### src/rtl/score_text_pkg.sv
// Shared types and constants for the score text line fetcher and its pixel serializer.
package score_text_pkg;

  localparam int unsigned CHAR_W = 8;
  localparam int unsigned CODE_W = 4;
  localparam int unsigned LINE_W = 3;

  localparam logic [CHAR_W-1:0] ROM_ERR_LINE = 8'hFF;

  typedef enum logic [1:0] {
    ST_IDLE  = 2'd0,
    ST_FETCH = 2'd1,
    ST_READY = 2'd2,
    ST_SHIFT = 2'd3
  } state_e;

  // Index width that stays legal for a single-entry range.
  function automatic int unsigned idx_w(input int unsigned n);
    return (n > 1) ? $clog2(n) : 1;
  endfunction

endpackage

### src/rtl/score_pixel_serializer.sv
// Walks the line buffer slot by slot, LSB first, holding each font pixel for
// 2**SCALE_LOG2 pixel_en strobes; done_c_o flags the final strobe of the line.
module score_pixel_serializer
  import score_text_pkg::*;
#(
  parameter int unsigned NUM_CHARS  = 4,
  parameter int unsigned SCALE_LOG2 = 1
) (
  input  logic                        clk,
  input  logic                        rst_n,
  input  logic                        start_i,
  input  logic                        run_i,
  input  logic                        pixel_en_i,
  input  logic [NUM_CHARS*CHAR_W-1:0] line_buf_i,
  output logic                        pixel_c_o,
  output logic                        done_c_o
);

  localparam int unsigned SLOT_W    = idx_w(NUM_CHARS);
  localparam int unsigned BIT_W     = idx_w(CHAR_W);
  localparam int unsigned SCALE_W   = (SCALE_LOG2 > 0) ? SCALE_LOG2 : 1;
  localparam int unsigned SCALE_MAX = (1 << SCALE_LOG2) - 1;

  logic [SLOT_W-1:0]  slot_q, slot_d;
  logic [BIT_W-1:0]   bit_q, bit_d;
  logic [SCALE_W-1:0] scale_q, scale_d;
  logic               scale_last, bit_last, slot_last;
  logic [CHAR_W-1:0]  cur_line;

  assign scale_last = (scale_q == SCALE_W'(SCALE_MAX));
  assign bit_last   = (bit_q == BIT_W'(CHAR_W - 1));
  assign slot_last  = (slot_q == SLOT_W'(NUM_CHARS - 1));

  always_comb begin
    slot_d  = slot_q;
    bit_d   = bit_q;
    scale_d = scale_q;
    if (start_i) begin
      slot_d  = '0;
      bit_d   = '0;
      scale_d = '0;
    end else if (run_i && pixel_en_i) begin
      scale_d = scale_last ? '0 : scale_q + 1'b1;
      if (scale_last) begin
        bit_d = bit_last ? '0 : bit_q + 1'b1;
        if (bit_last) begin
          slot_d = slot_last ? '0 : slot_q + 1'b1;
        end
      end
    end
  end

  always_ff @(posedge clk or negedge rst_n) begin
    if (!rst_n) begin
      slot_q  <= '0;
      bit_q   <= '0;
      scale_q <= '0;
    end else begin
      slot_q  <= slot_d;
      bit_q   <= bit_d;
      scale_q <= scale_d;
    end
  end

  assign cur_line  = line_buf_i[CHAR_W*slot_q +: CHAR_W];
  assign pixel_c_o = cur_line[bit_q];
  assign done_c_o  = run_i & pixel_en_i & scale_last & bit_last & slot_last;

endmodule

### src/rtl/score_line_fetcher.sv
// Fetches one font row per score digit from the character ROM during blanking and
// streams it out as pixels. Optional macro SCORE_BLANK_LEADING_ZERO_EN darkens leading zeros.
module score_line_fetcher
  import score_text_pkg::*;
#(
  parameter int unsigned NUM_CHARS  = 4,
  parameter int unsigned SCALE_LOG2 = 1
) (
  input  logic                        clk,
  input  logic                        reset_n,
  input  logic                        line_start,
  input  logic                        text_row,
  input  logic [LINE_W-1:0]           font_line,
  input  logic [NUM_CHARS*CODE_W-1:0] char_codes,
  input  logic                        display_start,
  input  logic                        pixel_en,
  output logic [CODE_W-1:0]           rom_number,
  output logic [LINE_W-1:0]           rom_line,
  input  logic [CHAR_W-1:0]           rom_charline,
  output logic                        pixel_out,
  output logic                        busy
);

  localparam int unsigned SLOT_W = idx_w(NUM_CHARS);

  state_e                      state_q, state_d;
  logic [NUM_CHARS*CODE_W-1:0] codes_q, codes_d;
  logic [NUM_CHARS*CHAR_W-1:0] buf_q, buf_d;
  logic [SLOT_W-1:0]           fslot_q, fslot_d, nxt_slot;
  logic [CODE_W-1:0]           rom_number_q, rom_number_d;
  logic [LINE_W-1:0]           rom_line_q, rom_line_d;
  logic                        busy_q, busy_d;
  logic                        fetch_last, blank;
  logic                        ser_start, ser_run, ser_pixel, ser_done;

  assign nxt_slot   = fslot_q + 1'b1;
  assign fetch_last = (fslot_q == SLOT_W'(NUM_CHARS - 1));

`ifdef SCORE_BLANK_LEADING_ZERO_EN
  logic              seen_nz_q, seen_nz_d;
  logic [CODE_W-1:0] cur_code;
  // Blank zeros until the first non-zero digit; the units slot always shows.
  assign cur_code = codes_q[CODE_W*fslot_q +: CODE_W];
  assign blank    = !seen_nz_q && (cur_code == '0) && !fetch_last;
`else
  assign blank = 1'b0;
`endif

  always_comb begin
    state_d      = state_q;
    codes_d      = codes_q;
    buf_d        = buf_q;
    fslot_d      = fslot_q;
    rom_number_d = rom_number_q;
    rom_line_d   = rom_line_q;
`ifdef SCORE_BLANK_LEADING_ZERO_EN
    seen_nz_d    = seen_nz_q;
`endif
    case (state_q)
      ST_FETCH: begin
        buf_d[CHAR_W*fslot_q +: CHAR_W] = blank ? '0 : rom_charline;
`ifdef SCORE_BLANK_LEADING_ZERO_EN
        seen_nz_d = seen_nz_q | (cur_code != '0);
`endif
        if (fetch_last) begin
          state_d = ST_READY;
        end else begin
          fslot_d      = nxt_slot;
          rom_number_d = codes_q[CODE_W*nxt_slot +: CODE_W];
        end
      end
      ST_READY: if (display_start) state_d = ST_SHIFT;
      ST_SHIFT: if (ser_done) state_d = ST_IDLE;
      default:  state_d = ST_IDLE;
    endcase
    // A new line always aborts whatever is in flight.
    if (line_start) begin
      codes_d = char_codes;
      fslot_d = '0;
`ifdef SCORE_BLANK_LEADING_ZERO_EN
      seen_nz_d = 1'b0;
`endif
      if (text_row) begin
        state_d      = ST_FETCH;
        rom_number_d = char_codes[CODE_W-1:0];
        rom_line_d   = font_line;
      end else begin
        state_d = ST_IDLE;
      end
    end
    busy_d = (state_d == ST_FETCH) || (state_d == ST_SHIFT);
  end

  always_ff @(posedge clk or negedge reset_n) begin
    if (!reset_n) begin
      state_q      <= ST_IDLE;
      codes_q      <= '0;
      buf_q        <= '0;
      fslot_q      <= '0;
      rom_number_q <= '0;
      rom_line_q   <= '0;
      busy_q       <= 1'b0;
`ifdef SCORE_BLANK_LEADING_ZERO_EN
      seen_nz_q    <= 1'b0;
`endif
    end else begin
      state_q      <= state_d;
      codes_q      <= codes_d;
      buf_q        <= buf_d;
      fslot_q      <= fslot_d;
      rom_number_q <= rom_number_d;
      rom_line_q   <= rom_line_d;
      busy_q       <= busy_d;
`ifdef SCORE_BLANK_LEADING_ZERO_EN
      seen_nz_q    <= seen_nz_d;
`endif
    end
  end

  assign ser_start = (state_q == ST_READY) && display_start && !line_start;
  assign ser_run   = (state_q == ST_SHIFT);

  score_pixel_serializer #(
    .NUM_CHARS (NUM_CHARS),
    .SCALE_LOG2(SCALE_LOG2)
  ) u_serializer (
    .clk       (clk),
    .rst_n     (reset_n),
    .start_i   (ser_start),
    .run_i     (ser_run),
    .pixel_en_i(pixel_en),
    .line_buf_i(buf_q),
    .pixel_c_o (ser_pixel),
    .done_c_o  (ser_done)
  );

  assign rom_number = rom_number_q;
  assign rom_line   = rom_line_q;
  assign busy       = busy_q;
  assign pixel_out  = ser_run & ser_pixel;

endmodule

### config.mk
export PLATFORM = sky130hd
export DESIGN_NAME = score_line_fetcher
export DESIGN_NICKNAME = d
export VERILOG_FILES = /design/src/rtl/score_text_pkg.sv /design/src/rtl/score_pixel_serializer.sv /design/src/rtl/score_line_fetcher.sv
export SDC_FILE = /design/constraint.sdc
export NUM_CORES = 1
export LEC_CHECK = 0
export CAP_MARGIN = 10
export CORE_ASPECT_RATIO = 1.75
export CORE_MARGIN = 2
export CORE_UTILIZATION = 40
export CTS_BUF_LIST = sky130_fd_sc_hd__clkbuf_4 sky130_fd_sc_hd__clkbuf_8
export CTS_CLUSTER_DIAMETER = 100
export DETAILED_ROUTE_END_ITERATION = 8
export SLEW_MARGIN = 20
export SYNTH_ARGS = -nofsm -noshare
export SYNTH_HDL_FRONTEND = slang
export SYNTH_SLANG_ARGS = --single-unit
### constraint.sdc
create_clock -name clk -period 4.3 [get_ports clk]
set_input_delay 0.86 -clock clk [delete_from_list [all_inputs] [get_ports clk]]
set_output_delay 0.86 -clock clk [all_outputs]
set_load 0.005 [all_outputs]
After elaboration in Yosys (flattened, before gate mapping) --
Cells that the tools add are included.
Word-level totals: bits in registers 66, latch bits 0, memory bits (writable) 0, ROM bits 0, bits of input ports 33, word-level logic and storage cells 75, memories 0
Operators by class: add/sub/neg operators 5, multipliers 0, divide/modulo/power cells 0, $lt $le $gt $ge 1, equal/unequal tests 9, shift-type cells 4, multiplexer cells 28, bitwise logic cells 5, reduce and logical (&&, ||, !) cells 13
Operators by type and width (count):
- $neg 5->34 | 1
- $shift 8x34->32 const A | 1
- $shiftx 8x34->32 | 1
- $bwmux 32 | 1
- $shiftx 32x6->8 | 1
- $mux 2 | 12
- $mux 4 | 4
- $shiftx 16x5->4 | 1
- $mux 3 | 4
- $eq 2x2->1 const B | 5
- $reduce_bool 2->1 | 4
- $pmux 2 s3 | 1
- $reduce_and 2->1 | 3
- $and 1x1->1 | 5
- $mux 1 | 5
- $add 2x1->2 const B | 2
- $eq 2x1->1 const B | 2
- $lt 3x4->1 const B | 1
- $add 3x1->3 const B | 1
- $bmux 1 s3 | 1
- $eq 3x3->1 const B | 1
- $logic_and 1x1->1 | 3
- $reduce_and 3->1 | 1
- $ne 2x2->1 const B | 1
- other kinds (3) | 3

Longest topological paths before layout --
Gate-level depths: netlist of run 1.
depth after elaboration 10, mapped depth 7, mapped depth without buffers 5

Hierarchy --
A second synthesis of run 1 with hierarchy kept.
Second synthesis, totals: cell total of the unflattened synthesis 243, area, all modules 3173.0 µm²
By module, submodules not included:
- score_line_fetcher | times used 1, cells each 176, area an instance 2567.5 µm²
- score_pixel_serializer | times used 1, cells each 67, area an instance 605.6 µm²

Worst setup path after synthesis of run 1 --
Ideal clock, no wire load.
path type register to output, start point register u_serializer.slot_q[1], end point output pixel_out, arrival 1471 ps, data required time 3440 ps, path slack 1969 ps, stages on the path, launching flop included 6, cells stage by stage dfrtp_1 -> buf_6 -> mux4_2 -> o22ai_1 -> a311oi_1 -> o311a_1
On the way: cells in the longest elaborated chain, start to end 4
RTL lines:
- from (decl) | line score_pixel_serializer.sv:24 | logic [SLOT_W-1:0] slot_q, slot_d;
- from (signal assigned) | line score_pixel_serializer.sv:59 | slot_q <= slot_d;
- $shiftx 32x6->8 | line score_pixel_serializer.sv:65 | assign cur_line = line_buf_i[CHAR_W*slot_q +: CHAR_W];
- $bmux 1 s3 | line score_pixel_serializer.sv:66 | assign pixel_c_o = cur_line[bit_q];
- $mux 1 (implied by the code) | line score_pixel_serializer.sv:66
- $and 1x1->1 | line score_line_fetcher.sv:140 | assign pixel_out = ser_run & ser_pixel;
- to (decl) | line score_line_fetcher.sv:20 | output logic pixel_out,
No other way between the ends. The select of a mux whose other input is x is not followed.

Worst setup path in the final report of run 1 --
Same ends and word-level chain as after synthesis.

==> impl_metrics.toml, run 1 <==
[clock_tree]
h-tree-depth = 3
cts_buffer_depth = 2
ctsHoldBuffers = 0
clkTransAtPathRegs_ns = 0.06
tritoncts = "done"
cts.sinks = 65
clock_latency_ns = 0.35
cts_setup_buffers = 0
numCtsBuffers = 9
clockRootBuffer = "clkbuf_8"
ctsResizeCount = 0

[floorplanning]
start_util_pct = 41.0
core_mm2 = 0.00751
die_x_um = 70.4
die_y_um = 120
die_area_mm2 = 0.00845
io_pins = 42
rows = 42

[placed_design]
hpwl_mm = 4.85
gp_congestion = 0.817
port_buffers = 41

[worst_setup_path]
critPathCaptureType = "output port"
cp_max_fo = 11
crit_type = "flop to output port"
start_kind = "flop"
cp.arrival_ns = 2.51
required_ns = 3.44

[yosys]
ys_ff_latch = 65
yosysWarnings = 0
synth_fp_nets = 266
synth_area_mm2 = 0.00308
syn_inst = 224
seq_area_frac_synth_pct = 52.8
synth_cell_types = 38
synth.avg_cell_area_um2 = 13.8

[power_and_ir_drop]
finalPower_mw = 1.96
powerDensity_mw_per_mm2 = 519
ir_drop_v = 0.000316
leakagePower_nw = 1.66

[global_route]
grt_antenna_before_repair = 0
grt_pass1_wl_mm = 11.4
grt-ovfl-total = 0
track_usage_pct = 18.0
grt_pass1_vias = 2206
grt_max_degree = 45

[sta]
min_period_ns = 3.37
rsz0062_at_grt = "no"
slew_headroom_pct = 55.3
skew_ns = 0.00682
drv_slew = 0
fin_tns_setup_ns = 0
period_share_pct = 78.3
tightest_slew_ns = 0.670
setup_violations = 0
hold_violations = 0
fmax_ghz = 0.297

[cells_and_area]
mostFrequentLayoutCells = "dfrtp_1, clkdlybuf4s50_1, a22o_1"
area_growth_pct = 22.6
final_common_cell = "dfrtp_1"
fin_nets = 309
num_antenna_cells = 0
fin_util_pct = 50.3
drive_above_1_share_pct = 19.9

[detailed_routing]
drtIter0Drc = 158
viasPerCell = 5.60
wire_per_inst_um = 18.8
vias = 2012
finalWirelength_mm = 6.75
first_pass_iters = 4
ant_nets = 0
drc = 0

[worst_hold_path]
hold_class = "input pin to async pin"

[job]
maxCapViolations = 0

[outcome]
status = "complete, no violations"
==> cells by family after synthesis <==
family / count (synthesis) / share of synthesized area (%)
compound gates: 51 / 12.9
fa+ha+maj: 9 / 3.65
flops: 65 / 52.8
buf+inv: 19 / 3.08
xor+xnor: 2 / 0.568
mux: 38 / 18.2
simple gates: 40 / 8.85
==> per-layer routing <==
metal / track usage [%] / wire, µm / share of wire (%) / vias to the layer above
met5: 0 / 0 / 0 / -
met4: 10.2 / 174 / 2.6 / 0
met3: 4.62 / 296 / 4.4 / 15
met2: 30.8 / 3730 / 55 / 50
met1: 20.1 / 2550 / 38 / 1014
li1: - / - / - / 933
==> cell type report <==
| type | instances | area (µm²) |
|---|---|---|
| Tap cell | 88 | 110 |
| Clock buffer | 13 | 173 |
| Clock inverter | 2 | 60.1 |
| Fill cell | 668 | 3730 |
| Inverter | 8 | 30.0 |
| Timing Repair Buffer | 43 | 420 |
| Multi-Input combinational cell | 140 | 1360 |
| Sequential cell | 65 | 1630 |
==> cell usage after synthesis <==
cell type | instances | area share [%]
nand4_1 | 1 | 0.20
nor4_1 | 1 | 0.20
nand2_2 | 3 | 0.61
xnor2_1 | 1 | 0.28
inv_1 | 8 | 0.97
buf_2 | 4 | 0.65
a21oi_1 | 10 | 1.6
nand2_4 | 1 | 0.37
nor4b_4 | 1 | 0.77
a31oi_1 | 1 | 0.20
mux2i_1 | 7 | 2.3
o311a_1 | 1 | 0.32
buf_1 | 2 | 0.24
and4bb_2 | 1 | 0.41
o21ai_0 | 2 | 0.32
mux4_2 | 6 | 4.4
a32o_1 | 1 | 0.32
mux2_2 | 20 | 7.3
ha_1 | 9 | 3.7
and4_1 | 1 | 0.28
buf_6 | 2 | 0.73
dfrtp_1 | 65 | 53
a41oi_1 | 1 | 0.28
nor4_4 | 3 | 2.1
o22ai_1 | 2 | 0.41
a22o_1 | 32 | 9.1
nand2_1 | 12 | 1.5
clkbuf_1 | 2 | 0.24
nand3_1 | 2 | 0.32
mux4_1 | 5 | 4.3
or3_2 | 1 | 0.24
a311oi_1 | 1 | 0.28
nor2b_1 | 1 | 0.20
and3b_1 | 1 | 0.28
nor2_1 | 10 | 1.2
xor2_1 | 1 | 0.28
and2_1 | 1 | 0.20
buf_4 | 1 | 0.24
==> critical path, cell delays in order, from the launching register on <==
cell             delay (ns)
dfrtp_1                0.61
mux4_2                 0.55
o22ai_1                0.16
a311oi_1               0.07
o311a_1                0.32
clkdlybuf4s50_1        0.44
==> final timing paths <==
check	slack, ns	from	to	cells past startpoint
setup / recovery	0.93	u_serializer.slot_q[1]$_DFFE_PN0P_	pixel_out	5
hold / removal	0.48	reset_n	rom_line[0]$_DFFE_PN0P_	1
setup reg to reg	1.51	fslot_q[0]$_DFFE_PN0P_	buf_q[12]$_DFFE_PN0P_	5
hold reg to reg	0.50	buf_q[31]$_DFFE_PN0P_	buf_q[31]$_DFFE_PN0P_	1
max in group asynchronous	2.88	reset_n	buf_q[11]$_DFFE_PN0P_	2
min in group clk	0.50	buf_q[31]$_DFFE_PN0P_	buf_q[31]$_DFFE_PN0P_	1
==> stage by stage <==
step	hold WS, ns	instance area, µm²	cells	setup WS [ns]
after global routing	0.516	3780	359	0.825
after floorplan	0.464	3080	224	1.97
after global placement	0.481	3550	344	1.32
final	0.485	3780	359	0.934
after detailed placement	0.487	3550	344	1.29
after CTS	0.487	3780	359	0.903
==> power by group <==
group	switching (mW)	total (mW)	leakage (nW)	internal, mW
clock	0.226	0.604	0.119	0.377
combinational	0.226	0.507	0.698	0.281
sequential	0.113	0.853	0.839	0.739
total	0.566	1.96	1.66	1.40
==> state kept, by name, indices dropped and copies added, names as in the netlist <==
signal and count:
rom_number 4, u_serializer.scale_last 1, u_serializer.bit_q 3, rom_line 3, state_q 1, codes_q 16, busy 1, u_serializer.slot_q 2
fslot_q 2, buf_q 32
Power figures use the tool's default switching activity.
==> run 2, diff against run 1 <==
- clock period: 4.3 -> 2.8 ns (I/O delays scaled with it)
==> run 2 against run 1 <==
Total power rose by 47%. First-iteration DRC count fell by 1.9%. Critical endpoint unchanged. Via count rose by 1.3%. Largest cell class unchanged. Largest power group unchanged. Sequential power up 50%.
==> impl_metrics.toml, run 2 (synthesis results as in run 1) <==
[placed_design]
placedInstanceArea_mm2 = 0.00358
gp_congestion = 0.840
port_buffers = 41
dp.cells = 348
hpwl_mm = 4.75

[worst_hold_path]
hold_class = "input pin to async pin"

[clock_tree]
ctsHoldBuffers = 0
clockRootBuffer = "clkbuf_8"
cts.sinks = 65
clkTransAtPathRegs_ns = 0.07
numCtsBuffers = 9
tritoncts = "done"
cts_buffer_depth = 2
h-tree-depth = 3
clock_latency_ns = 0.35

[worst_setup_path]
crit_type = "flop to output port"
required_ns = 2.24
cp_max_fo = 4
critPathCaptureType = "output port"
start_kind = "flop"
cp.arrival_ns = 2.07

[detailed_routing]
vias = 2038
first_pass_iters = 4
finalWirelength_mm = 6.65
drtIter0Drc = 155
drc = 0
ant_nets = 0
wire_per_inst_um = 18.1
viasPerCell = 5.54

[cells_and_area]
finalNonFillerCells = 368
mostFrequentLayoutCells = "dfrtp_1, clkdlybuf4s50_1, a22o_1"
fillers = 670
final_common_cell = "dfrtp_1"
drive_above_1_share_pct = 24.3
design_area_mm2 = 0.00380
largest_reg_flops = 32
largest-register = "buf_q"
num_antenna_cells = 0
fin_nets = 317
area_growth_pct = 23.3
fin_util_pct = 50.6

[sta]
tightest_slew_ns = 0.828
fin_tns_setup_ns = 0
min_period_ns = 2.63
hold_violations = 0
setup_violations = 0
period_share_pct = 93.8
rsz0062_at_grt = "no"
slew_headroom_pct = 44.8
fmax_ghz = 0.381
drv_slew = 0
skew_ns = 0.00720
holdWs_ns = 0.386

[power_and_ir_drop]
ir_drop_v = 0.000503
p_sw_uw = 874
powerDensity_mw_per_mm2 = 758
leakagePower_nw = 1.67
clock_power_share_pct = 27.3
power.internal_mw = 2.01
swShare_pct = 30.3
comb_power_share_pct = 28.3
seqPwrFrac_pct = 44.4

[outcome]
status = "complete, no violations"

[floorplanning]
die_y_um = 120
io_pins = 42
core_mm2 = 0.00751
rows = 42
die_x_um = 70.4
die_area_mm2 = 0.00845
start_util_pct = 41.0

[global_route]
grt-ovfl-total = 0
grt_pass1_vias = 2159
grt_pass1_wl_mm = 11.3
grt_max_degree = 66
track_usage_pct = 17.8
grt_antenna_before_repair = 0

[job]
maxCapViolations = 0
[run 2: cell count changes in the layout (fill, tap and decap cells not counted), moves of 2 or more]
cell      before  now
buf_4          2    9
mux4_1         5    2
clkinv_2       0    4
mux4_2         6    9
clkbuf_8      12   10
[run 2: cell type report]
cell class	count	area, µm²	share of cell area [%]
clock buffers	10	138	3.62
well taps	88	110	2.90
repair buffers	51	483	12.7
clock inverters	6	57.6	1.51
flip-flops and latches	65	1630	42.8
inverters	8	30.0	0.790
multi-input cells	140	1360	35.7
[run 2: final timing paths]
kind	start	cells after the start	slack [ns]	endpoint
worst max-delay path	u_serializer.slot_q[0]$_DFFE_PN0P_	5	0.17	pixel_out
worst min-delay path	reset_n	2	0.39	u_serializer.scale_last$_DFFE_PN0P_
worst max register to register	busy$_DFF_PN0_	4	0.69	buf_q[28]$_DFFE_PN0P_
worst min register to register	buf_q[13]$_DFFE_PN0P_	1	0.50	buf_q[13]$_DFFE_PN0P_
max in group asynchronous	reset_n	2	1.83	u_serializer.slot_q[1]$_DFFE_PN0P_
min in group clk	buf_q[13]$_DFFE_PN0P_	1	0.50	buf_q[13]$_DFFE_PN0P_
[run 2: critical path, stage by stage, from the launching register on]
cell	delay [ns]
dfrtp_1	0.45
mux4_2	0.53
nand2_1	0.08
a21oi_1	0.06
o311a_1	0.33
dlygate4sd2_1	0.26
[run 2: metal layers]
layer,routed length (µm),vias up,part of all wire [%],GRT usage [%]
li1,-,945,-,-
met1,2510,1024,38,20.4
met2,3630,57,55,29.5
met3,369,12,5.5,6.13
met4,146,0,2.2,8.41
met5,0,-,0,0
[run 2: power by group through the flow]
stage          sequential [mW]  combinational, mW  clock [mW]
6_report                  1.28              0.814       0.787
5_1_grt                   1.30              0.899       0.848
4_1_cts                   1.28              0.831       0.812
3_5_place_dp              1.30              0.818           0
3_3_place_gp              1.30              0.809           0
2_1_floorplan             1.24              0.580           0
[run 2: metrics by stage]
step / setup WS, ns / total power, mW
floorplan: 0.758 / 1.82
global placement: 0.264 / 2.10
global route: 0.0498 / 3.05
finish: 0.173 / 2.88
CTS: 0.160 / 2.92
detailed placement: 0.234 / 2.11
[run 2: what timing repair did]
action                                  CTS  global route
gates resized for setup                   7             0
endpoints found under the setup margin    1             0
buffers inserted                          4             0
==> run 3, diff against run 2 <==
- CTS_BUF_LIST: sky130_fd_sc_hd__clkbuf_4 sky130_fd_sc_hd__clkbuf_8 -> default
==> run 3 against run 2 <==
Clock power grew 40%. Sequential share of layout area shrank 1.1 points. Largest power group unchanged. Clock-buffer cell count did not move. Total power is 11% higher. Wire length is 1.1% higher. Die area is the same. Critical path depth unchanged. Combinational power about the same. Critical path type unchanged. Final area grew 2.8%. Hold slack improved by 0.027 ns.
==> impl_metrics.toml, run 3 (synthesis results as in run 1) <==
[cells_and_area]
final_common_cell = "dfrtp_1"
fillers = 672
area_growth_pct = 26.8
largest_reg_flops = 32
fin_nets = 317
largest-register = "buf_q"
design_area_mm2 = 0.00391
multi_input_area_mm2 = 0.00136
mostFrequentLayoutCells = "dfrtp_1, clkdlybuf4s50_1, a22o_1"
finalNonFillerCells = 368
seqCellArea_mm2 = 0.00163
fin_util_pct = 52.0
drive_above_1_share_pct = 24.6
num_antenna_cells = 0

[sta]
tightest_slew_ns = 0.819
setup_ws_ns = 0.320
rsz0062_at_grt = "no"
holdWs_ns = 0.414
drv_slew = 0
fmax_ghz = 0.403
hold_violations = 0
setup_violations = 0
skew_ns = 0.00494
slew_headroom_pct = 45.4
period_share_pct = 88.6
fin_tns_setup_ns = 0
min_period_ns = 2.48

[floorplanning]
rows = 42
die_x_um = 70.4
die_y_um = 120
io_pins = 42
die_area_mm2 = 0.00845
core_mm2 = 0.00751
start_util_pct = 41.0

[clock_tree]
ctsHoldBuffers = 0
cts.sinks = 65
tritoncts = "done"
numCtsBuffers = 9
clkTransAtPathRegs_ns = 0.05
clock_latency_ns = 0.33
cts_buffer_depth = 2
clockRootBuffer = "clkbuf_16"
h-tree-depth = 3

[worst_setup_path]
crit_family = "multiplexers"
cp_slowest_stage_delay_ns = 0.52
required_ns = 2.24
cp_max_fo = 5
crit_type = "flop to output port"
start_kind = "flop"
cp.arrival_ns = 1.92
crit_chain = "mux4_2 -> o22ai_2 -> a311oi_1 -> o311a_1 -> dlymetal6s2s_1"
cp_num_buf_inv = 1
critPathCaptureType = "output port"
cp_slowest_cell = "mux4_2"

[global_route]
track_usage_pct = 17.8
grt_busiest_layer = "met2"
gr-usage-met2_pct = 30.1
use_met3_pct = 5.12
grt_max_degree = 66
grt_pass1_vias = 2158
grt-ovfl-total = 0
grt_pass1_wl_mm = 11.3
met1_usage_pct = 20.5
grt_antenna_before_repair = 0

[detailed_routing]
drc = 0
drtIter0Drc = 117
first_pass_iters = 4
finalWirelength_mm = 6.73
viasPerCell = 5.49
ant_nets = 0
wire_per_inst_um = 18.3
vias = 2020

[job]
maxCapViolations = 0

[placed_design]
placedInstanceArea_mm2 = 0.00358
dp.cells = 348
place_ws_ns = 0.234
gp_congestion = 0.840
hpwl_mm = 4.75
port_buffers = 41

[power_and_ir_drop]
finalPower_mw = 3.20
powerDensity_mw_per_mm2 = 819
leakagePower_nw = 1.73
ir_drop_v = 0.000517

[worst_hold_path]
hold_class = "input pin to async pin"

[outcome]
status = "complete, no violations"
run 3: cell types whose count changed in the layout (fill, tap and decap cells not counted):
cell	before	now
clkbuf_8	10	1
dlygate4sd2_1	1	0
dfrtp_2	1	2
dfrtp_1	64	63
clkbuf_16	0	9
dlymetal6s2s_1	0	1
run 3: path summary, 6_finish.rpt:
kind                            slack (ns)  cells past startpoint                                from                                  end
worst min-delay path                  0.41                      2                             reset_n  u_serializer.scale_last$_DFFE_PN0P_
worst max-delay path                  0.32                      5  u_serializer.slot_q[1]$_DFFE_PN0P_                            pixel_out
max in group asynchronous             1.81                      2                             reset_n   u_serializer.slot_q[1]$_DFFE_PN0P_
worst min register to register        0.50                      1               buf_q[13]$_DFFE_PN0P_                buf_q[13]$_DFFE_PN0P_
worst max register to register        0.69                      4                      busy$_DFF_PN0_                buf_q[24]$_DFFE_PN0P_
min in group clk                      0.50                      1               buf_q[13]$_DFFE_PN0P_                buf_q[13]$_DFFE_PN0P_
run 3: cell type report:
type | instances | share of cell area, %
inverters | 8 | 0.768
clock buffers | 10 | 6.11
flip-flops and latches | 65 | 41.7
well taps | 88 | 2.82
clock inverters | 6 | 1.47
repair buffers | 51 | 12.5
multi-input cells | 140 | 34.7
run 3: what timing repair did:
action                     CTS  global route
hold endpoints to repair     0             0
resized for setup            6             2
setup endpoints to repair    1             1
setup buffers                4             0
run 3: routing by layer:
metal | part of all wire [%] | vias to the layer above
met5 | 0 | -
met4 | 1.8 | 0
met3 | 5.0 | 10
met2 | 56 | 50
met1 | 38 | 1014
li1 | - | 946
run 3: power breakdown:
part / internal, mW / switching (mW) / total, mW
registers: 1.14 / 0.147 / 1.28
logic: 0.444 / 0.372 / 0.815
clock network: 0.706 / 0.396 / 1.10
total: 2.29 / 0.915 / 3.20
